$ cat src/rtl/spi_shift_ctrl_pkg.sv
// Shared defaults and state encoding for the SPI
// master transfer controller.
package spi_shift_ctrl_pkg;

   localparam int SPI_MAX_CHAR_DEF      = 32;
   localparam int SPI_CHAR_LEN_BITS_DEF = 5;

   typedef enum logic {
      SPI_ST_IDLE = 1'b0,
      SPI_ST_BUSY = 1'b1
   } spi_st_e;

endpackage

$ cat src/rtl/spi_shift_ctrl.sv
// SPI master transfer controller: drives MOSI and
// samples MISO on strobes from the clock generator.
module spi_shift_ctrl
   import spi_shift_ctrl_pkg::*;
#(
   parameter int SPI_MAX_CHAR      = SPI_MAX_CHAR_DEF,
   parameter int SPI_CHAR_LEN_BITS = SPI_CHAR_LEN_BITS_DEF
) (
   input  logic                         i_clk,
   input  logic                         i_rst,
   input  logic                         i_go,
   input  logic [SPI_CHAR_LEN_BITS-1:0] i_char_len,
   input  logic                         i_lsb,
   input  logic                         i_tx_neg,
   input  logic                         i_rx_neg,
   input  logic                         i_pos_edge,
   input  logic                         i_neg_edge,
   input  logic [SPI_MAX_CHAR-1:0]      i_tx_data,
   input  logic                         i_miso,
   output logic                         o_tx_start,
   output logic                         o_last_clk,
   output logic                         o_busy,
   output logic                         o_done,
   output logic [SPI_MAX_CHAR-1:0]      o_rx_data,
   output logic                         o_mosi
);

   localparam int CW = SPI_CHAR_LEN_BITS + 1;

   typedef logic [CW-1:0]                cnt_t;
   typedef logic [SPI_CHAR_LEN_BITS-1:0] idx_t;

   spi_st_e                 state;
   cnt_t                    len;
   cnt_t                    tx_cnt;
   cnt_t                    rx_cnt;
   logic                    lsb;
   logic                    tx_neg;
   logic                    rx_neg;
   logic [SPI_MAX_CHAR-1:0] tx_buf;
   logic [SPI_MAX_CHAR-1:0] rx_buf;

   logic                    busy;
   logic                    tx_fire;
   logic                    rx_fire;
   logic                    fin;
   cnt_t                    go_len;
   cnt_t                    rx_cnt_n;
   idx_t                    go_idx;
   idx_t                    tx_idx;
   idx_t                    rx_idx;
   logic [SPI_MAX_CHAR-1:0] rx_nxt;

   always_comb begin
      busy    = (state == SPI_ST_BUSY);
      tx_fire = busy && (tx_neg ? i_neg_edge : i_pos_edge)
                && (tx_cnt != '0);
      rx_fire = busy && (rx_neg ? i_neg_edge : i_pos_edge)
                && (rx_cnt != '0);
      fin     = rx_fire && (rx_cnt == cnt_t'(1));
      // A zero length field encodes a full-width character
      go_len  = (i_char_len == '0) ? cnt_t'(SPI_MAX_CHAR)
                                   : cnt_t'(i_char_len);
      go_idx  = i_lsb ? '0 : idx_t'(go_len - 1'b1);
      tx_idx  = lsb ? idx_t'(len - tx_cnt)
                    : idx_t'(tx_cnt - 1'b1);
      rx_idx  = lsb ? idx_t'(len - rx_cnt)
                    : idx_t'(rx_cnt - 1'b1);
      rx_nxt  = rx_buf;
      if (rx_fire)
         rx_nxt[rx_idx] = i_miso;
      rx_cnt_n = rx_fire ? cnt_t'(rx_cnt - 1'b1) : rx_cnt;
   end

   always_ff @(posedge i_clk or posedge i_rst) begin
      if (i_rst) begin
         state      <= SPI_ST_IDLE;
         len        <= '0;
         tx_cnt     <= '0;
         rx_cnt     <= '0;
         lsb        <= 1'b0;
         tx_neg     <= 1'b0;
         rx_neg     <= 1'b0;
         tx_buf     <= '0;
         rx_buf     <= '0;
         o_tx_start <= 1'b0;
         o_last_clk <= 1'b0;
         o_busy     <= 1'b0;
         o_done     <= 1'b0;
         o_rx_data  <= '0;
         o_mosi     <= 1'b0;
      end else begin
         o_done <= 1'b0;
         unique case (state)
            SPI_ST_IDLE: begin
               if (i_go) begin
                  state      <= SPI_ST_BUSY;
                  len        <= go_len;
                  lsb        <= i_lsb;
                  tx_neg     <= i_tx_neg;
                  rx_neg     <= i_rx_neg;
                  tx_buf     <= i_tx_data;
                  rx_buf     <= '0;
                  rx_cnt     <= go_len;
                  o_busy     <= 1'b1;
                  o_tx_start <= 1'b1;
                  o_last_clk <= (go_len == cnt_t'(1));
                  if (i_tx_neg) begin
                     o_mosi <= i_tx_data[go_idx];
                     tx_cnt <= go_len - 1'b1;
                  end else begin
                     tx_cnt <= go_len;
                  end
               end
            end
            SPI_ST_BUSY: begin
               if (tx_fire) begin
                  o_mosi <= tx_buf[tx_idx];
                  tx_cnt <= tx_cnt - 1'b1;
               end
               rx_buf     <= rx_nxt;
               rx_cnt     <= rx_cnt_n;
               o_last_clk <= !fin && (rx_cnt_n == cnt_t'(1));
               if (fin) begin
                  state      <= SPI_ST_IDLE;
                  o_done     <= 1'b1;
                  o_rx_data  <= rx_nxt;
                  o_busy     <= 1'b0;
                  o_tx_start <= 1'b0;
               end
            end
            default: state <= SPI_ST_IDLE;
         endcase
      end
   end

endmodule

$ cat config.mk
export PLATFORM = sky130hd
export DESIGN_NAME = spi_shift_ctrl
export DESIGN_NICKNAME = d
export VERILOG_FILES = /design/src/rtl/spi_shift_ctrl_pkg.sv /design/src/rtl/spi_shift_ctrl.sv
export SDC_FILE = /design/constraint.sdc
export NUM_CORES = 1
export LEC_CHECK = 0
export CAP_MARGIN = 25
export CORE_UTILIZATION = 56
export CTS_CLUSTER_DIAMETER = 40
export CTS_CLUSTER_SIZE = 14
export DETAILED_ROUTE_END_ITERATION = 6
export GPL_ROUTABILITY_DRIVEN = 0
export GPL_TIMING_DRIVEN = 1
export MAX_ROUTING_LAYER = met4
export PLACE_DENSITY = 0.8
export SLEW_MARGIN = 20
export SYNTH_ARGS = -nofsm -noshare
export SYNTH_HDL_FRONTEND = slang
export SYNTH_SLANG_ARGS = --single-unit
$ cat constraint.sdc
create_clock -name i_clk -period 5.65 [get_ports i_clk]
set_input_delay 1.13 -clock i_clk [delete_from_list [all_inputs] [get_ports i_clk]]
set_output_delay 1.13 -clock i_clk [all_outputs]
set_load 0.01 [all_outputs]
==> reports/qor.csv <==
metric;value;unit
status;complete, but fails checks;
violations;design-rule violations;
htreeDepth;4;
cts_num_sinks;121;
internal-power;3.09;mW
crit_family;buffers and inverters;
dpl.cell_count;934;
grt_max_degree;73;
cpPeakStageDelay;0.94;ns
crit_fanout;15;
crit_path_end_kind;flop;
diodes;0;
grt_pass1_wl;29300;um
ys_ff_latch;121;
track_usage;31.2;%
io_pins;83;
syn_nets;810;
crit_top_cell;nor3_1;
drt-total-wl;17900;um
skew;0.00820;ns
clockBufferDepth;2;
critPathKind;primary input to flop;
synthTopCellsByArea;dfrtp_1, nand2_1, o21ai_0, nor2_1, a31oi_1;
relSlewSlack;36.8;%
fin_area;0.00817;mm^2
yosysSeqAreaShare;45.2;%
die_height;111;um
hold_class;flop to flop;
clk_pin_slew;0.05;ns
numCtsBuffers;17;
setup_slack;1.42;ns
rsz0062_at_grt;no;
required;5.92;ns
synth_edf_count;0;
num_rows;39;
fillers;851;
numPortBuffers;82;
postCtsSetupRepairBufs;0;
dr.pass1.iters;7;
die_w;111;um
dp_hpwl;12200;um
syn2layout_area_growth;21.9;%
crit_path_start_kind;primary input;
comb_power_share;49.4;%
maxCapViolCount;0;
wire_per_inst;18.6;um
yosys.area.top_type;dfrtp_1;
p_leak;3.57;nW
synth_commonest_cells;nand2_1, dfrtp_1, nor2_1;
slew_viol_final;0;
clockPowerShare;21.7;%
synth-async-reset-ratio;100;%
post-route-drc-count;2;
finalNonFillerCells;964;
dieArea;0.0124;mm^2
finalCriticalPeriod;4.23;ns
yosysMostFrequentCell;nand2_1;
pwr-share-seq;29.0;%
fin_tns_setup;0;ns
syn_area_per_cell;8.97;um^2
ctsHoldBuffers;0;
yosys.area.top_type_share;45.2;%
ys_warn_count;0;
postSynthCellCount;747;
p_sw;2.13;mW
final_layout_size_suffix_gt1_share;8.65;%
place_ws;1.15;ns
grt_overflow_total;0;
synth_area;0.00670;mm^2
cts_tree;done;
crit_buf_inv;2;
slowest_stage;clkdlybuf4s50_1;
place_area;0.00756;mm^2
antenna_found_initial;0;
cts-root-buf;clkbuf_16;
min_period_over_period;74.8;%
grt_pass1_vias;6008;
finalHoldViolCount;0;
route.detailed.vias_per_inst;6.36;
clk_latency;0.42;ns
vdd_drop_max;305;uV
synth_top_flop_cell;dfrtp_1;
start_util;58.2;%
coreArea;0.0115;mm^2
crit_arrival;4.50;ns
netSwitchingFraction;40.9;%
ctsResizeCount;0;
fin_nets;873;
synth_cell_types;69;
crit_chain;clkdlybuf4s50_1, clkinv_1, ha_1, xor2_1, nor4_1, o32a_1, a21oi_1, nor3_1, nor3_1, a221oi_1;
p_per_area;639;mW/mm^2
vias;6133;
ant_nets;0;
max_freq;0.236;GHz
first_iter_violations;607;
final-setup-viol-count;0;
worstMarginPinSlew;0.946;ns
## cells by family (layout without fill, tap and decap cells)
family,Yosys count,count (layout),share of synthesized area [%]
simple gates,311,311,20.1
compound gates,185,185,18.1
flops,121,121,45.2
buf+inv,69,143,4.39
mux,26,26,6.24
xor+xnor,18,18,2.69
fa+ha+maj,17,17,3.40
## final timing paths
check	startpoint	end	slack [ns]	cells past startpoint
hold reg to reg	tx_buf[19]	tx_buf[19]	0.47	2
min in group asynchronous	i_rst	tx_cnt[4]	1.26	2
setup / recovery	i_char_len[0]	o_mosi	1.42	10
setup reg to reg	rx_cnt[0]	o_rx_data[29]	2.24	10
max in group asynchronous	i_rst	rx_buf[27]	3.25	3
hold / removal	tx_buf[19]	tx_buf[19]	0.47	2
## power groups by stage
| stage | clock, mW | sequential (mW) | combinational, mW |
|---|---|---|---|
| 2_1_floorplan | 0 | 1.47 | 1.82 |
| 3_3_place_gp | 0 | 1.49 | 2.45 |
| 3_5_place_dp | 0 | 1.51 | 2.52 |
| 4_1_cts | 1.14 | 1.50 | 2.55 |
| 5_1_grt | 1.18 | 1.55 | 2.81 |
| 6_report | 1.13 | 1.51 | 2.58 |
## sequential cells by signal (all words and copies together) (netlist names), 5 cells and up
register   count
rx_cnt         6
tx_buf        32
len            5
tx_cnt         6
o_rx_data     32
rx_buf        32
## layout make-up
cell class / instances / area (um^2) / share of cell area [%]
inverters: 25 / 96.3 / 1.18
repair buffers: 88 / 866 / 10.6
well taps: 143 / 179 / 2.19
clock buffers: 22 / 464 / 5.68
flip-flops and latches: 121 / 3030 / 37.1
clock inverters: 8 / 145 / 1.78
multi-input cells: 557 / 3390 / 41.5
## placed cells by master (no fill, tap or decap), types with 3 or more instances in the layout
cell type / Yosys / final
nand2_1: 173 / 173
dfrtp_1: 121 / 121
clkdlybuf4s50_1: 0 / 82
nor2_1: 67 / 67
o21ai_0: 51 / 51
a31oi_1: 37 / 37
a21oi_1: 21 / 21
inv_1: 22 / 21
nand3_1: 20 / 20
clkbuf_16: 0 / 17
o21ai_1: 16 / 16
nor3_1: 16 / 15
ha_1: 15 / 15
mux2i_1: 14 / 14
o211ai_1: 13 / 13
xor2_1: 8 / 8
mux4_2: 8 / 8
xnor2_1: 7 / 7
a221oi_1: 6 / 6
nand2b_1: 6 / 6
buf_4: 1 / 6
nor2b_1: 5 / 4
o31ai_1: 4 / 4
bufinv_16: 0 / 4
a211oi_2: 3 / 3
or2_2: 3 / 3
nand4_1: 3 / 3
a32oi_1: 3 / 3
or3_1: 3 / 3
o22ai_1: 3 / 3
clkbuf_1: 28 / 3
## routing by layer
metal,share of wire (%),global-route usage [%]
met5,0,-
met4,2.6,13.2
met3,8.0,6.53
met2,48,48.0
met1,41,40.4
## worst register-to-register path, stage by stage, from the launching register on
cell and delay, ns:
dfrtp_1 0.56, ha_1 0.26, inv_1 0.06, fa_1 0.41, a21o_1 0.21, a21oi_4 0.19
xnor2_1 0.18, nand4_1 0.24, a32oi_1 0.80, nand3_1 0.24, a31oi_1 0.21
## through the flow
stage                     hold WS [ns]  utilization, %  power, mW
final                            0.467            70.9       5.22
after detailed placement         0.454            65.7       4.03
after floorplan                  0.437               -       3.28
after global placement           0.451            65.7       3.94
after CTS                        0.467            70.9       5.20
after global routing             0.495            70.9       5.54
Power figures use the tool's default switching activity.
==> edit 1, RTL diff (config.mk and constraints unchanged) <==
Set the package constant `SPI_MAX_CHAR_DEF` to 64 (it was 32).
--- a/src/rtl/spi_shift_ctrl_pkg.sv
+++ b/src/rtl/spi_shift_ctrl_pkg.sv
@@ -3,5 +3,5 @@
 package spi_shift_ctrl_pkg;
 
-   localparam int SPI_MAX_CHAR_DEF      = 32;
+   localparam int SPI_MAX_CHAR_DEF      = 64;
    localparam int SPI_CHAR_LEN_BITS_DEF = 5;
 
Ports: changed (resized i_tx_data and o_rx_data); port bits go from 83 to 147. The function was not compared with the original's and may differ.
==> edit 1 against the unedited design <==
- critical path depth unchanged
- fmax up 3.7%
- first-iteration DRC count is 3.3% lower
- sequential cell count unchanged
- total power fell by 6.4%
- routed wire length fell by 3.6%
- final area rose by 6.5%
- worst hold slack about the same
- area after synthesis increased by 9.4%
- worst setup slack improved by 0.15 ns
- largest cell class unchanged
==> edit 1: results (changes against the unedited design) <==
[metrics] via count of the first global-routing pass: 5642 (-6.1%)
[metrics] global-route wire length before repair: 28.1 mm (-4.2%)
[metrics] slack of the worst reg-to-reg path: 2.41 ns (+0.17 ns)
[metrics] register area share after synthesis: 41.3% (-3.9 points)
[metrics] cell count of the worst reg-to-reg path: 10 (unchanged)
[metrics] share of post-route cells with drive strength above 1: 7.96% (-0.69 points)
[metrics] Relative slew margins: 30.6% (-6.2 points)
[metrics] Port Buf Inserts: 82 (unchanged)
[metrics] Worst Min Path Start: tx_buf[26]$_DFFE_PP0P_
[metrics] Yosys warning count: 0 (unchanged)
[metrics] largest registers: o_rx_data: 32 flops, rx_buf: 32 flops, tx_buf: 32 flops
[metrics] pin count of the biggest net entering global routing: 67 (-8.2%)
[metrics] clock buffer count from CTS: 17 (unchanged)
[metrics] residual overflow from global routing: 0 (unchanged)
[metrics] Leakage Power: 0.00401 uW (+12%)
[metrics] number of antenna violations at the first check in global routing: 0 (unchanged)
[metrics] number of instances on the worst hold path: 2 (unchanged)
[metrics] status: completed
[metrics] Overall Global Routing Usage: 28.0% (-3.2 points)
[metrics] 1st-pass router iterations: 7 (unchanged)
[metrics] path type of the worst min-delay path: flop to flop
[metrics] origin of the critical flop-to-flop path: rx_cnt[0]$_DFFE_PP0P_
[metrics] number of H-tree levels: 4 (unchanged)
[metrics] final net count: 988 (+13%)
[metrics] EDFF count, synth: 0 (unchanged)
[metrics] primary flip-flop cell chosen by synthesis mapping: sky130_fd_sc_hd__dfrtp_1
[metrics] violation count after the first detailed-routing iteration: 587 (-3.3%)
[metrics] number of buffers added to fix hold violations after cts: 0 (unchanged)
[metrics] end of the worst hold path: tx_buf[26]$_DFFE_PP0P_
[metrics] maximum root-to-sink buffer count: 2 (unchanged)
[metrics] post-CTS sizing: 0 (unchanged)
[metrics] number of antenna diodes: 0 (unchanged)
[metrics] maximum fanout along the worst path: 12 (-3)
[metrics] Post-synth ARST share: 100% (unchanged)
[metrics] most used standard cells in the synthesized netlist: sky130_fd_sc_hd__nand2_1 (169), sky130_fd_sc_hd__dfrtp_1 (121), sky130_fd_sc_hd__mux2i_1 (51), sky130_fd_sc_hd__inv_1 (46), sky130_fd_sc_hd__clkbuf_1 (42)
[metrics] Final HPWL DP: 11.7 mm (-3.9%)
[metrics] end of the worst register-to-register path: o_rx_data[8]$_DFFE_PP0P_
[metrics] Skew-Pair Late Insertion Delay: 0.42 ns (about the same)
[metrics] wire length per cell: 16.0 um (-14%)
[metrics] Peak supply drop: 273 uV (-10%)
[metrics] number of vias per cell after detailed routing: 5.80 (-8.8%)
[metrics] setup clock skew after layout: 0.0151 ns (+0.00692 ns)
[metrics] Synth area leaders: sky130_fd_sc_hd__dfrtp_1 (41%), sky130_fd_sc_hd__nand2_1 (8.7%), sky130_fd_sc_hd__mux2i_1 (7.0%)
[metrics] post-synthesis cell type count: 71 (+2.9%)
[metrics] CTS clk-pin slew, worst paths: 0.05 ns (about the same)
[metrics] number of buffers added for setup after CTS: 0 (unchanged)
[metrics] CTS Root Buffer Type: sky130_fd_sc_hd__clkbuf_16
==> edit 1: cells by family after synthesis <==
kind of cell | Yosys count | share of synthesized area (%)
flops | 121 | 41.3
buf+inv | 134 | 8.95
fa+ha+maj | 17 | 3.11
mux | 62 | 9.42
xor+xnor | 17 | 2.03
other cells | 1 | 0.0512
compound gates | 189 | 16.3
simple gates | 295 | 18.8
==> edit 1: final cells by class <==
class | instances | area, sq um
fill | 1009 | 3970
inverter | 48 | 183
multi-input combinational | 612 | 3770
clock inverter | 7 | 115
clock buffer | 24 | 492
tap | 172 | 215
sequential | 121 | 3030
timing repair buffer | 93 | 903
==> edit 1: worst max-delay path by stage <==
stage,from,end,cells past startpoint
global placement,i_char_len[0],o_mosi$_DFFE_PP0P_,10
CTS,i_char_len[0],o_mosi$_DFFE_PP0P_,10
finish,i_char_len[0],o_mosi$_DFFE_PP0P_,10
global route,i_char_len[0],o_mosi$_DFFE_PP0P_,10
floorplan,i_rst,busy$_DFF_PP0_,1
detailed placement,i_char_len[0],o_mosi$_DFFE_PP0P_,10
==> edit 1: per-stage QoR <==
| step | area [sq um] | hold slack, ns | setup slack (ns) | utilization (%) | std cells |
|---|---|---|---|---|---|
| 3_5_place_dp | 8100 | 0.459 | 1.19 | 63.9 | 1046 |
| 4_1_cts | 8700 | 0.472 | 1.62 | 68.7 | 1077 |
| 3_3_place_gp | 8100 | 0.453 | 1.23 | 63.9 | 1046 |
| 2_1_floorplan | 7440 | 0.438 | 1.31 | - | 867 |
| 5_1_grt | 8700 | 0.492 | 1.46 | 68.7 | 1077 |
| 6_report | 8700 | 0.467 | 1.57 | 68.7 | 1077 |
==> edit 1: report_power, final <==
group | total, uW | leakage (uW) | switching (uW) | internal [uW]
logic | 2280 | 0.00215 | 1290 | 992
clock network | 1110 | 0.000292 | 374 | 736
registers | 1490 | 0.00156 | 271 | 1220
total | 4880 | 0.00401 | 1930 | 2950
==> edit 1: metal layers <==
metal	vias to the layer above	wire, um	track usage [%]
met2	244	7980	40.7
met4	0	248	8.97
li1	2968	-	-
met1	3013	7950	38.7
met3	23	1110	6.33
met5	-	0	-
==> edit 1: critical path, stage by stage <==
cell and delay, ns:
sky130_fd_sc_hd__clkdlybuf4s50_1 0.63, sky130_fd_sc_hd__inv_1 0.25, sky130_fd_sc_hd__ha_1 0.21, sky130_fd_sc_hd__or4b_1 0.64
sky130_fd_sc_hd__nand2_2 0.34, sky130_fd_sc_hd__mux4_2 0.56, sky130_fd_sc_hd__a32o_1 0.22, sky130_fd_sc_hd__a32oi_1 0.17
sky130_fd_sc_hd__o31a_1 0.14, sky130_fd_sc_hd__o311ai_1 0.08
==> edit 2, RTL diff (same flow settings) <==
Without the edit above. Reset style: synchronous (`i_rst`), changed in one clocked block.
--- a/src/rtl/spi_shift_ctrl.sv
+++ b/src/rtl/spi_shift_ctrl.sv
@@ -73,5 +73,5 @@
    end
 
-   always_ff @(posedge i_clk or posedge i_rst) begin
+   always_ff @(posedge i_clk) begin
       if (i_rst) begin
          state      <= SPI_ST_IDLE;
Behaviour: differs if i_rst is asserted again (counterexample within 4 cycles, from zero or initial values and one cycle with i_rst high); with i_rst held inactive, the same outputs for 4 cycles.
==> edit 2 against the unedited design <==
- first-iteration DRC count down 3.8%
- clock skew is 0.0022 ns lower
- final area rose by 1.7%
- fmax increased by 8.3%
- worst setup slack improved by 0.32 ns
- synthesized cell count is 17% higher
- critical path type unchanged
- routed wire length is 8.7% higher
- non-clock buffer count up 3
- sequential cell count stayed put
- area after synthesis increased by 3.8%
Power is not compared: it rests on default switching activity, and its combinational part moved more than twofold at a synthesized area within 25%.
==> edit 2: results (changes against the unedited design) <==
[metrics] status: completed
[metrics] Overall Global Routing Usage: 32.1% (+0.94 points)
[metrics] Port Buf Inserts: 82 (unchanged)
[metrics] pin slew with the least headroom to its limit: 0.975 ns (+0.0287 ns)
[metrics] Layout fillers: 942 (+11%)
[metrics] number of antenna violations at the first check in global routing: 0 (unchanged)
[metrics] cell type of the slowest stage on the worst timing path: sky130_fd_sc_hd__clkdlybuf4s50_1
[metrics] pin count of the biggest net entering global routing: 92 (+26%)
[metrics] violation count after the first detailed-routing iteration: 584 (-3.8%)
[metrics] Synth area leaders: sky130_fd_sc_hd__dfxtp_1 (35%), sky130_fd_sc_hd__nand2_1 (8.0%), sky130_fd_sc_hd__nand3_1 (7.5%)
[metrics] count of endpoints failing setup in the final report: 0 (unchanged)
[metrics] Peak supply drop: ~190 uV
[metrics] net count after synthesis: 936 (+16%)
[metrics] register area share after synthesis: 34.8% (-10 points)
[metrics] Net Sw Power: approximately 770 uW
[metrics] Worst Min Path Start: tx_buf[6]$_SDFFE_PP0P_
[metrics] CTS Root Buffer Type: sky130_fd_sc_hd__clkbuf_16
[metrics] post-CTS sizing: 0 (unchanged)
[metrics] clock buffer count from CTS: 17 (unchanged)
[metrics] 1st-pass router iterations: 5 (-2)
[metrics] CTS clk-pin slew, worst paths: ~0.060 ns
[metrics] data arrival time at the worst-slack endpoint: 4.20 ns (-0.30 ns)
[metrics] via count of the first global-routing pass: 6513 (+8.4%)
[metrics] Final HPWL DP: 13.1 mm (+7.3%)
[metrics] final net count: 969 (+11%)
[metrics] origin of the critical flop-to-flop path: rx_cnt[0]$_SDFFE_PP0P_
[metrics] largest registers: o_rx_data: 32 flops, rx_buf: 32 flops, tx_buf: 32 flops
[metrics] biggest cell delay along the critical path: 0.88 ns (-0.06 ns)
[metrics] number of H-tree levels: 4 (unchanged)
[metrics] Skew-Pair Late Insertion Delay: between 0.4 and 0.5 ns
[metrics] setup clock skew after layout: 0.00602 ns (-0.00217 ns)
[metrics] worst setup path start: i_char_len[0]
[metrics] most used standard cells in the synthesized netlist: sky130_fd_sc_hd__nand2_1 (148), sky130_fd_sc_hd__dfxtp_1 (121), sky130_fd_sc_hd__nand3_1 (104), sky130_fd_sc_hd__a21oi_1 (56), sky130_fd_sc_hd__nor2_1 (55)
[metrics] Leakage Power: about 0.0029 uW
[metrics] number of buffers added for setup after CTS: 0 (unchanged)
[metrics] Post-synth ARST share: 0% (-100 points)
[metrics] path type of the worst min-delay path: flop to flop
[metrics] share of post-route cells with drive strength above 1: 9.79% (+1.1 points)
[metrics] wire length per cell: 17.9 um (-3.6%)
[metrics] total via count in the routed design: 6901 (+13%)
[metrics] maximum fanout along the worst path: 15 (unchanged)
[metrics] maximum root-to-sink buffer count: 2 (unchanged)
[metrics] slack of the worst reg-to-reg path: 2.15 ns (-0.09 ns)
[metrics] number of antenna diodes: 0 (unchanged)
[metrics] global-route wire length before repair: 31.7 mm (+8.1%)
[metrics] post-synthesis cell type count: 77 (+12%)
==> edit 2: cell types whose count changed in the layout (fill, tap and decap cells not counted), moves of 29 or more <==
cell,delta
sky130_fd_sc_hd__nand3_1,+84
sky130_fd_sc_hd__dfrtp_1,-121
sky130_fd_sc_hd__a311oi_1,+30
sky130_fd_sc_hd__dfxtp_1,+121
sky130_fd_sc_hd__a31oi_1,-29
sky130_fd_sc_hd__a21oi_1,+35
==> edit 2: cells by family (layout without fill, tap and decap cells) <==
| logic type | after synthesis | count (layout) | share of synthesized area (%) |
|---|---|---|---|
| flops | 121 | 121 | 34.8 |
| compound gates | 221 | 221 | 21.7 |
| simple gates | 370 | 370 | 24.9 |
| buf+inv | 102 | 148 | 6.87 |
| fa+ha+maj | 17 | 17 | 3.27 |
| mux | 26 | 26 | 6.29 |
| xor+xnor | 16 | 16 | 2.12 |
==> edit 2: cell type report <==
| cell class | count | area (sq um) | share of cell area, % |
|---|---|---|---|
| clock buffer | 23 | 478 | 5.75 |
| tap | 168 | 210 | 2.53 |
| clock inverter | 9 | 139 | 1.67 |
| sequential | 121 | 2420 | 29.2 |
| multi-input combinational | 650 | 4070 | 49.0 |
| inverter | 25 | 93.8 | 1.13 |
| timing repair buffer | 91 | 891 | 10.7 |
==> edit 2: path summary, 6_finish.rpt <==
kind,cells past startpoint,end
setup reg to reg,10,o_rx_data[21]$_SDFFE_PP0P_
hold / removal,2,tx_buf[6]$_SDFFE_PP0P_
setup / recovery,10,o_mosi$_SDFFE_PP0P_
hold reg to reg,2,tx_buf[6]$_SDFFE_PP0P_
==> edit 2: routing by layer <==
layer,vias up,wire length (um),track usage [%],share of wire [%]
li1,3207,-,-,-
met1,3255,7580,36.0,39
met2,375,9780,55.0,50
met3,64,1510,6.22,7.7
met4,0,612,15.7,3.1
met5,-,0,-,0
==> edit 2: metrics by stage <==
| stage | setup slack, ns | cells | cell area (sq um) | hold slack (ns) |
|---|---|---|---|---|
| 5_1_grt | 1.49 | 1087 | 8310 | 0.465 |
| 3_5_place_dp | 1.36 | 1054 | 7680 | 0.444 |
| 4_1_cts | 1.78 | 1086 | 8300 | 0.451 |
| 6_report | 1.75 | 1087 | 8310 | 0.453 |
| 3_3_place_gp | 1.51 | 1053 | 7660 | 0.442 |
| 2_1_floorplan | 2.37 | 873 | 6960 | 0.433 |
==> edit 2: power groups by stage <==
stage | Sequential [uW] | Clock [uW] | Combinational, uW
final | 914 | 1140 | 530
after global routing | 917 | 1180 | 569
after CTS | 913 | 1140 | 517
after detailed placement | 931 | 0 | 512
after global placement | 929 | 0 | 496
after floorplan | 919 | 0 | 411
==> edit 2: worst max-delay path: cells and delay by family <==
family	cells	cell delay, ns
compound gates	3	0.59
buf+inv	2	1.11
fa+ha+maj	1	0.31
simple gates	3	0.53
mux	1	0.54
